**config.mk**
```make
export PLATFORM = sky130hd
export DESIGN_NAME = shared_reg_arbiter
export DESIGN_NICKNAME = d
export VERILOG_FILES = /design/src/rtl/shared_reg_arbiter.sv
export SDC_FILE = /design/constraint.sdc
export NUM_CORES = 1
export LEC_CHECK = 0
export ABC_AREA = 1
export CELL_PAD_IN_SITES_DETAIL_PLACEMENT = 1
export CELL_PAD_IN_SITES_GLOBAL_PLACEMENT = 2
export CORE_UTILIZATION = 22
export CTS_CLUSTER_SIZE = 30
export DETAILED_ROUTE_END_ITERATION = 12
export PLACE_DENSITY = 0.84
export SKIP_LAST_GASP = 1
export SLEW_MARGIN = 20
export SYNTH_ARGS = -nofsm -noshare
export SYNTH_HDL_FRONTEND = slang
export SYNTH_SLANG_ARGS = --single-unit
```
**constraint.sdc**
```tcl
create_clock -name clk -period 2.2 [get_ports clk]
set_input_delay 0.44 -clock clk [delete_from_list [all_inputs] [get_ports clk]]
set_output_delay 0.44 -clock clk [all_outputs]
set_load 0.1 [all_outputs]
```
**src/rtl/shared_reg_arbiter.sv**
```systemverilog
// Round-robin arbiter sharing one WIDTH-bit data register between N_REQ
// requesters, with optional burst locking bounded by MAX_HOLD writes.
//
// Ports:
//   clk, rst_n  : rising-edge clock, asynchronous active-low reset
//   req, lock   : per-requester write request and burst-lock request
//   d_in        : packed write data, requester i at [i*WIDTH +: WIDTH]
//   q, q_valid  : shared register contents, high once any write happened
//   ack         : one-hot, the cycle after q captured requester i
//   gnt         : one-hot, while requester i holds a burst lock
//   owner       : index of the last requester written into q
module shared_reg_arbiter #(
    parameter int N_REQ    = 4,
    parameter int WIDTH    = 8,
    parameter int MAX_HOLD = 4
) (
    input  logic                     clk,
    input  logic                     rst_n,
    input  logic [N_REQ-1:0]         req,
    input  logic [N_REQ-1:0]         lock,
    input  logic [N_REQ*WIDTH-1:0]   d_in,
    output logic [WIDTH-1:0]         q,
    output logic                     q_valid,
    output logic [N_REQ-1:0]         ack,
    output logic [N_REQ-1:0]         gnt,
    output logic [$clog2(N_REQ)-1:0] owner
);

    localparam int PW = $clog2(N_REQ);
    localparam int HW = $clog2(MAX_HOLD + 1);

    typedef enum logic {
        IDLE,
        OWN
    } state_t;

    state_t            state_q, state_d;
    logic [PW-1:0]     ptr_q, ptr_d;
    logic [HW-1:0]     hold_q, hold_d;
    logic [WIDTH-1:0]  q_q, q_d;
    logic              q_valid_q, q_valid_d;
    logic [N_REQ-1:0]  ack_q, ack_d;
    logic [N_REQ-1:0]  gnt_q, gnt_d;
    logic [PW-1:0]     owner_q, owner_d;

    logic [WIDTH-1:0]  data [N_REQ];
    logic [N_REQ-1:0]  eff;
    logic [PW-1:0]     w;
    logic [PW-1:0]     idx;
    logic              found;
    logic              wr;
    int                sum;

    for (genvar i = 0; i < N_REQ; i++) begin : g_data
        assign data[i] = d_in[i*WIDTH +: WIDTH];
    end

    function automatic logic [PW-1:0] next_idx(input logic [PW-1:0] i);
        if (int'(i) == N_REQ - 1) return '0;
        return i + PW'(1);
    endfunction

    // A requester is masked while its ack is high so a single
    // request/ack handshake produces exactly one write.
    assign eff = req & ~ack_q;

    always_comb begin
        state_d   = state_q;
        ptr_d     = ptr_q;
        hold_d    = hold_q;
        q_d       = q_q;
        q_valid_d = q_valid_q;
        ack_d     = '0;
        gnt_d     = gnt_q;
        owner_d   = owner_q;
        w         = owner_q;
        idx       = '0;
        sum       = 0;
        found     = 1'b0;
        wr        = 1'b0;

        unique case (state_q)
            IDLE: begin
                for (int k = 0; k < N_REQ; k++) begin
                    sum = int'(ptr_q) + k;
                    if (sum >= N_REQ) sum = sum - N_REQ;
                    idx = PW'(sum);
                    if (!found && eff[idx]) begin
                        found = 1'b1;
                        w     = idx;
                    end
                end
                if (found) begin
                    wr = 1'b1;
                    if (lock[w] && MAX_HOLD > 1) begin
                        state_d = OWN;
                        gnt_d   = N_REQ'(1) << w;
                        hold_d  = HW'(1);
                    end else begin
                        ptr_d = next_idx(w);
                    end
                end
            end
            OWN: begin
                w = owner_q;
                if (!req[w]) begin
                    state_d = IDLE;
                    gnt_d   = '0;
                    ptr_d   = next_idx(w);
                end else begin
                    wr     = 1'b1;
                    hold_d = hold_q + HW'(1);
                    // Dropping lock or reaching the hold limit ends the
                    // burst after this write.
                    if (!lock[w] || hold_d == HW'(MAX_HOLD)) begin
                        state_d = IDLE;
                        gnt_d   = '0;
                        ptr_d   = next_idx(w);
                    end
                end
            end
            default: state_d = IDLE;
        endcase

        if (wr) begin
            q_d       = data[w];
            ack_d     = N_REQ'(1) << w;
            owner_d   = w;
            q_valid_d = 1'b1;
        end
    end

    always_ff @(posedge clk or negedge rst_n) begin
        if (!rst_n) begin
            state_q   <= IDLE;
            ptr_q     <= '0;
            hold_q    <= '0;
            q_q       <= '0;
            q_valid_q <= 1'b0;
            ack_q     <= '0;
            gnt_q     <= '0;
            owner_q   <= '0;
        end else begin
            state_q   <= state_d;
            ptr_q     <= ptr_d;
            hold_q    <= hold_d;
            q_q       <= q_d;
            q_valid_q <= q_valid_d;
            ack_q     <= ack_d;
            gnt_q     <= gnt_d;
            owner_q   <= owner_d;
        end
    end

    assign q       = q_q;
    assign q_valid = q_valid_q;
    assign ack     = ack_q;
    assign gnt     = gnt_q;
    assign owner   = owner_q;

endmodule

```
## After elaboration in Yosys (flattened, before gate mapping)

Index checks and enable logic that the tools add are counted.

| word-level totals | value |
|---|---|
| register bits after elaboration | 25 |
| input bits | 42 |
| output and inout bits | 19 |
| word-level logic and storage cells | 131 |

| operators by class | value |
|---|---|
| add/subtract/negate cells | 10 |
| $lt $le $gt $ge | 11 |
| equality and inequality tests | 8 |
| shift operators | 2 |
| multiplexer cells | 77 |
| bitwise logic cells | 4 |
| reduce and logical (&&, ||, !) cells | 11 |

Operator list:

| cell | number |
|---|---|
| $mux W2 | 22 |
| $mux W1 | 31 |
| $mux W4 | 5 |
| $lt A2 B3 Y1 const B | 6 |
| $bmux W8 S2 | 1 |
| $mux W8 | 2 |
| $bmux W1 S2 | 7 |
| $ge A3 B3 Y1 const B | 4 |
| $mux W3 | 3 |
| $reduce_and A3 Y1 | 3 |
| $pmux W2 S2 | 2 |
| $pmux W4 S2 | 1 |
| $shl A1 B2 Y4 const A | 2 |
| $sub A2 B1 Y2 const B | 4 |
| $add A2 B2 Y3 const B | 2 |
| $ne A2 B2 Y1 const B | 3 |
| $pmux W3 S2 | 1 |
| $add A2 B1 Y2 const B | 2 |
| $and A4 B4 Y4 | 1 |
| $eq A2 B1 Y1 const B | 2 |
| $logic_not A1 Y1 | 4 |
| $not A4 Y4 | 1 |
| $pmux W1 S2 | 2 |
| $add A2 B1 Y3 const B | 1 |
| other kinds (9) | 11 |

## Depth between registers and ports, before layout

| depth | value |
|---|---|
| depth after elaboration | 28 |
| gate-level depth with buffers | 20 |
| mapped depth without buffers | 18 |

## Worst setup path after synthesis

Ideal clock, no wire load.

| path | value |
|---|---|
| path kind | flip-flop to flip-flop |
| start | reg ack_q[0], in the netlist ack[0] |
| end | reg ptr_q[1] |
| setup time | 118 ps |
| arrival | 2,479 ps |
| data required time | 2,082 ps |
| slack | -397 ps |
| stages on the path, launching flop included | 17 |
| buffers on the path | 0 |
| cells stage by stage | dfrtp_1 > inv_1 > nand3_1 > nand3_1 > nand2_1 > nand2_2 > nor2_4 > nand2_4 > clkinv_2 > nand2_1 > nand2_2 > inv_1 > ha_1 > nand2_1 > nand2_1 > nand3_1 > nand2_1 |

| between the ends | value |
|---|---|
| cells in the longest elaborated chain, start to end | 27 |
| elaborated cells between the ends (all ways) | 44 |
| classes of those cells | 1 x add/sub; 3 x eq/ne; 31 x mux; 2 x bitwise; 7 x reduce/logical |

Ends and longest elaborated chain:

| element | line | source |
|---|---|---|
| from (decl) | 42 | `logic [N_REQ-1:0] ack_q, ack_d;` |
| from (signal assigned) | 149 | `ack_q <= ack_d;` |
| $not A4 Y4 * | 65 | `assign eff = req & ~ack_q;` |
| $and A4 B4 Y4 * | 65 |  |
| $bmux W1 S2 | 88 | `if (!found && eff[idx]) begin` |
| $mux W1 (implied by the code) | 88 |  |
| $mux W1 | 88 |  |
| $mux W1 | 82 | `unique case (state_q)` |
| $logic_not A1 Y1 | 88 |  |
| $logic_and A1 B1 Y1 | 88 |  |
| (+11 left out) | -- |  |
| $mux W1 | 59 | `if (int'(i) == N_REQ - 1) return '0;` |
| $mux W1 | 95 | `if (lock[w] && MAX_HOLD > 1) begin` |
| $mux W1 | 93 | `if (found) begin` |
| $mux W1 | 82 |  |
| $mux W2 | 60 | `return i + PW'(1);` |
| $mux W2 | 95 |  |
| $mux W2 | 93 |  |
| $pmux W2 S2 | 82 |  |
| to (signal assigned) | 145 | `ptr_q <= ptr_d;` |
| to (decl) | 38 | `logic [PW-1:0] ptr_q, ptr_d;` |

Every way passes the cells marked *; elsewhere a longest branch is shown, timed or not. The select of a mux whose other input is x is not followed.
A chain may end at the register's enable or synchronous reset.

## Final worst setup path

| path | value |
|---|---|
| start | reg ptr_q[1] |
| end | reg q_valid_q, in the netlist q_valid |

| between the ends | value |
|---|---|
| cells in the longest elaborated chain, start to end | 21 |
| elaborated cells between the ends (all ways) | 43 |
| classes of those cells | 7 x add/sub; 4 x order compare; 26 x mux; 6 x reduce/logical |

Ends and longest elaborated chain:

| element | line | source |
|---|---|---|
| $ge A2 B3 Y1 / $sub A2 B1 Y2 (equally long branches) | 86 | `if (sum >= N_REQ) sum = sum - N_REQ;` |
| $mux W2 | 86 |  |
| $mux W2 | 82 |  |
| $bmux W1 S2 | 88 |  |
| $mux W1 (implied by the code) | 88 |  |
| $mux W1 | 88 |  |
| $mux W1 | 82 |  |
| $logic_not A1 Y1 | 88 |  |
| (+5 left out) | -- |  |
| $mux W1 | 88 |  |
| $mux W1 | 82 |  |
| $logic_not A1 Y1 | 88 |  |
| $logic_and A1 B1 Y1 | 88 |  |
| $mux W1 * | 88 |  |
| $mux W1 * | 82 |  |
| $mux W1 * | 93 |  |
| $pmux W1 S2 * | 82 |  |
| to (signal assigned) | 148 | `q_valid_q <= q_valid_d;` |
| to (decl) | 41 | `logic q_valid_q, q_valid_d;` |

Marks and branches as above.

==> impl_metrics.env <==
export IMPL_status="completed"
export IMPL_final_hold_viol_count=0
export IMPL_gr_usage_met3=0.0234
export IMPL_place_port_buffers=60
export IMPL_syn_cell_area_um2=2060
export IMPL_drt_pass1_iter_count=4
export IMPL_crit_chain="buf_4 -> buf_4 -> nand3_2 -> nand2_4 -> nand2_4 -> nor2_4 -> buf_4 -> buf_4 -> nand2_2 -> nand2_1 -> nand2_2 -> buf_4 -> or2_2"
export IMPL_routed_wl_mm=7.34
export IMPL_rows=34
export IMPL_fin_crit_sh=0.995
export IMPL_ant_nets=0
export IMPL_grt_util_met1=0.187
export IMPL_layout_common_cells="nand2_1, buf_4, inv_1"
export IMPL_syn_area_per_cell_um2=6.59
export IMPL_finalSetupViolations=0
export IMPL_critPathLaunchType="flip-flop"
export IMPL_drv_cap=0
export IMPL_setup_ws_ps=10.5
export IMPL_end_kind="flip-flop"
export IMPL_holdPathEnd="gnt[1]$_DFFE_PN0P_"
export IMPL_cp_arrival_ps=2350
export IMPL_cpMaxStageDelayCell="dfrtp_2"
export IMPL_r2r_start="ptr_q[1]$_DFFE_PN0P_"
export IMPL_hp_class="reg -> reg"
export IMPL_start_util=0.232
export IMPL_yosysTopAreaCellShare=0.303
export IMPL_hpwlAfterDp_mm=5.38
export IMPL_yosysUniqueCellTypes=32
export IMPL_drive_gt1_frac=0.348
export IMPL_utilization=0.397
export IMPL_io_pins=61
export IMPL_synth_area_leaders="dfrtp_1, nand2_1, nand3_1, inv_1, ha_1"
export IMPL_cts_max_level=1
export IMPL_grt_busiest_layer="met2"
export IMPL_synth_seq_cells=25
export IMPL_grt_pass1_vias=2413
export IMPL_fin_skew_ps=2.53
export IMPL_r2r_cells=13
export IMPL_core_area_um2=8890
export IMPL_routedWlPerCell_um=14.1
export IMPL_nNetsFinal=464
export IMPL_rr_endpoint="q_valid$_DFFE_PN0P_"
export IMPL_grt_max_degree=26
export IMPL_yosysWarnings=0
export IMPL_grtUsageTotal=0.144
export IMPL_min_from="gnt[1]$_DFFE_PN0P_"
export IMPL_reg2reg_slack_ps=10
export IMPL_final_common_cell="nand2_1"
export IMPL_rsz0062_at_grt="true"
export IMPL_grt_met2_usage=0.252
export IMPL_cts_hold_buf=0
export IMPL_min_path_cells=2
export IMPL_slew_headroom=0.587
export IMPL_ys_seq_area_frac=0.303
export IMPL_cts_tree="done"
export IMPL_synth_largest_area_cell="dfrtp_1"
export IMPL_vias=2365
export IMPL_fmax_mhz=457
export IMPL_worstMarginPinSlew_ps=619
export IMPL_die_x_um=98.8
export IMPL_grt_overflow_total=0
export IMPL_drtIter0Drc=25
export IMPL_clk_pin_slew_ps=90
export IMPL_clock_tree_root_cell="clkbuf_8"
export IMPL_viasPerCell=4.53
export IMPL_syn_num_nets=362
export IMPL_cts_buffers=3
export IMPL_tns_ps=0
export IMPL_worstPathRequired_ps=2360
export IMPL_route_detailed_drc=0
export IMPL_crit_top_cell="buf_4"
export IMPL_drv_slew=0
export IMPL_cp_num_buf_inv=5
export IMPL_fin_crit_ps=2190
export IMPL_dieArea_um2=9770
export IMPL_area_delta_synth_final_pct=71.1
export IMPL_crit_fanout=5
export IMPL_clock_path_buffers=2
export IMPL_syn_inst=313
export IMPL_cts_sinks=25
export IMPL_grt_pass1_wl_mm=11.4
export IMPL_antenna_found_initial=0
export IMPL_finalWeightedCongestion=0.871
export IMPL_dpl_worst_slack_ps=-466
export IMPL_dieHeight_um=98.8
export IMPL_slowest_delay_ps=460
export IMPL_cp_top_family="simple AND/OR/NAND/NOR gates"
export IMPL_worstSetupPathType="reg -> reg"
export IMPL_clkLatencyLatePin_ps=270
export IMPL_insertedDiodeCount=0
==> worst max path at each step <==
stage	from	slack [ps]	cells past startpoint	end
6_report	ptr_q[1]$_DFFE_PN0P_	10	13	q_valid$_DFFE_PN0P_
5_1_grt	ptr_q[0]$_DFFE_PN0P_	-110	18	q[2]$_DFFE_PN0P_
4_1_cts	ptr_q[0]$_DFFE_PN0P_	7	17	ptr_q[1]$_DFFE_PN0P_
3_5_place_dp	req[1]	-470	15	ptr_q[1]$_DFFE_PN0P_
3_3_place_gp	req[0]	-340	15	ptr_q[1]$_DFFE_PN0P_
2_1_floorplan	ack[0]$_DFF_PN0_	-20	16	ptr_q[1]$_DFFE_PN0P_
==> sequential cells by signal, indices dropped and copies added (netlist names) <==
signal and flops:
q 8, ack 4, gnt 4, hold_q 3
owner 2, ptr_q 2, q_valid 1, state_q 1
==> worst min-delay path, cell delays in order, from the launching register on <==
cell and delay, ps:
dfrtp_1 360, nand2_1 50, nand2_1 50
==> stage by stage <==
| stage | instances | instance area (µm²) | hold slack [ps] |
|---|---|---|---|
| CTS | 511 | 3100 | 493 |
| detailed placement | 500 | 2960 | 470 |
| global route | 522 | 3530 | 513 |
| global placement | 500 | 2960 | 464 |
| floorplan | 313 | 2080 | 144 |
| finish | 522 | 3530 | 486 |
==> cell type report <==
class                      count  area [µm²]
tap                          108         135
sequential                    25         644
fill                        1094        5360
multi-input combinational    226        1510
inverter                      54         216
clock buffer                   4        45.0
timing repair buffer         105         983
==> synthesized netlist by cell type <==
library cell	n
o21ai_0	7
clkbuf_1	3
nand3b_1	1
buf_8	1
inv_1	51
nor3_1	3
a21boi_2	1
inv_2	1
nand2_2	5
clkinv_2	1
o21ai_2	1
o22ai_1	2
ha_1	7
nand3_2	2
a21oi_1	5
dfrtp_1	25
inv_4	1
nor2_4	1
nand3_1	59
nor2_1	5
buf_6	3
or2_2	1
nand3_4	1
buf_2	1
nand2_8	3
xor2_1	1
buf_4	1
nand2_4	2
a31oi_1	1
nor3_2	1
nand4_1	5
nand2_1	111
==> metal layers <==
layer,vias to the layer above,share of wire
met5,-,0
met3,12,0.042
met1,1111,0.46
met4,0,0.016
li1,1188,-
met2,54,0.48
==> logic make-up (layout without fill, tap and decap cells) <==
family,after synthesis,after routing,synth area share
fa+ha+maj,7,7,0.0424
compound gates,17,17,0.0479
xor+xnor,1,1,0.00425
simple gates,200,201,0.467
flops,25,25,0.303
buf+inv,63,163,0.135
==> repair_timing <==
action	4_1_cts	5_1_grt
pin swaps	2	26
setup buffers	7	9
endpoints found under the setup margin	22	23
gates resized for setup	20	74
gates cloned	0	2
Power is not shown: default switching activity piles up to over one toggle a cycle in this logic, so the estimate is an artifact.
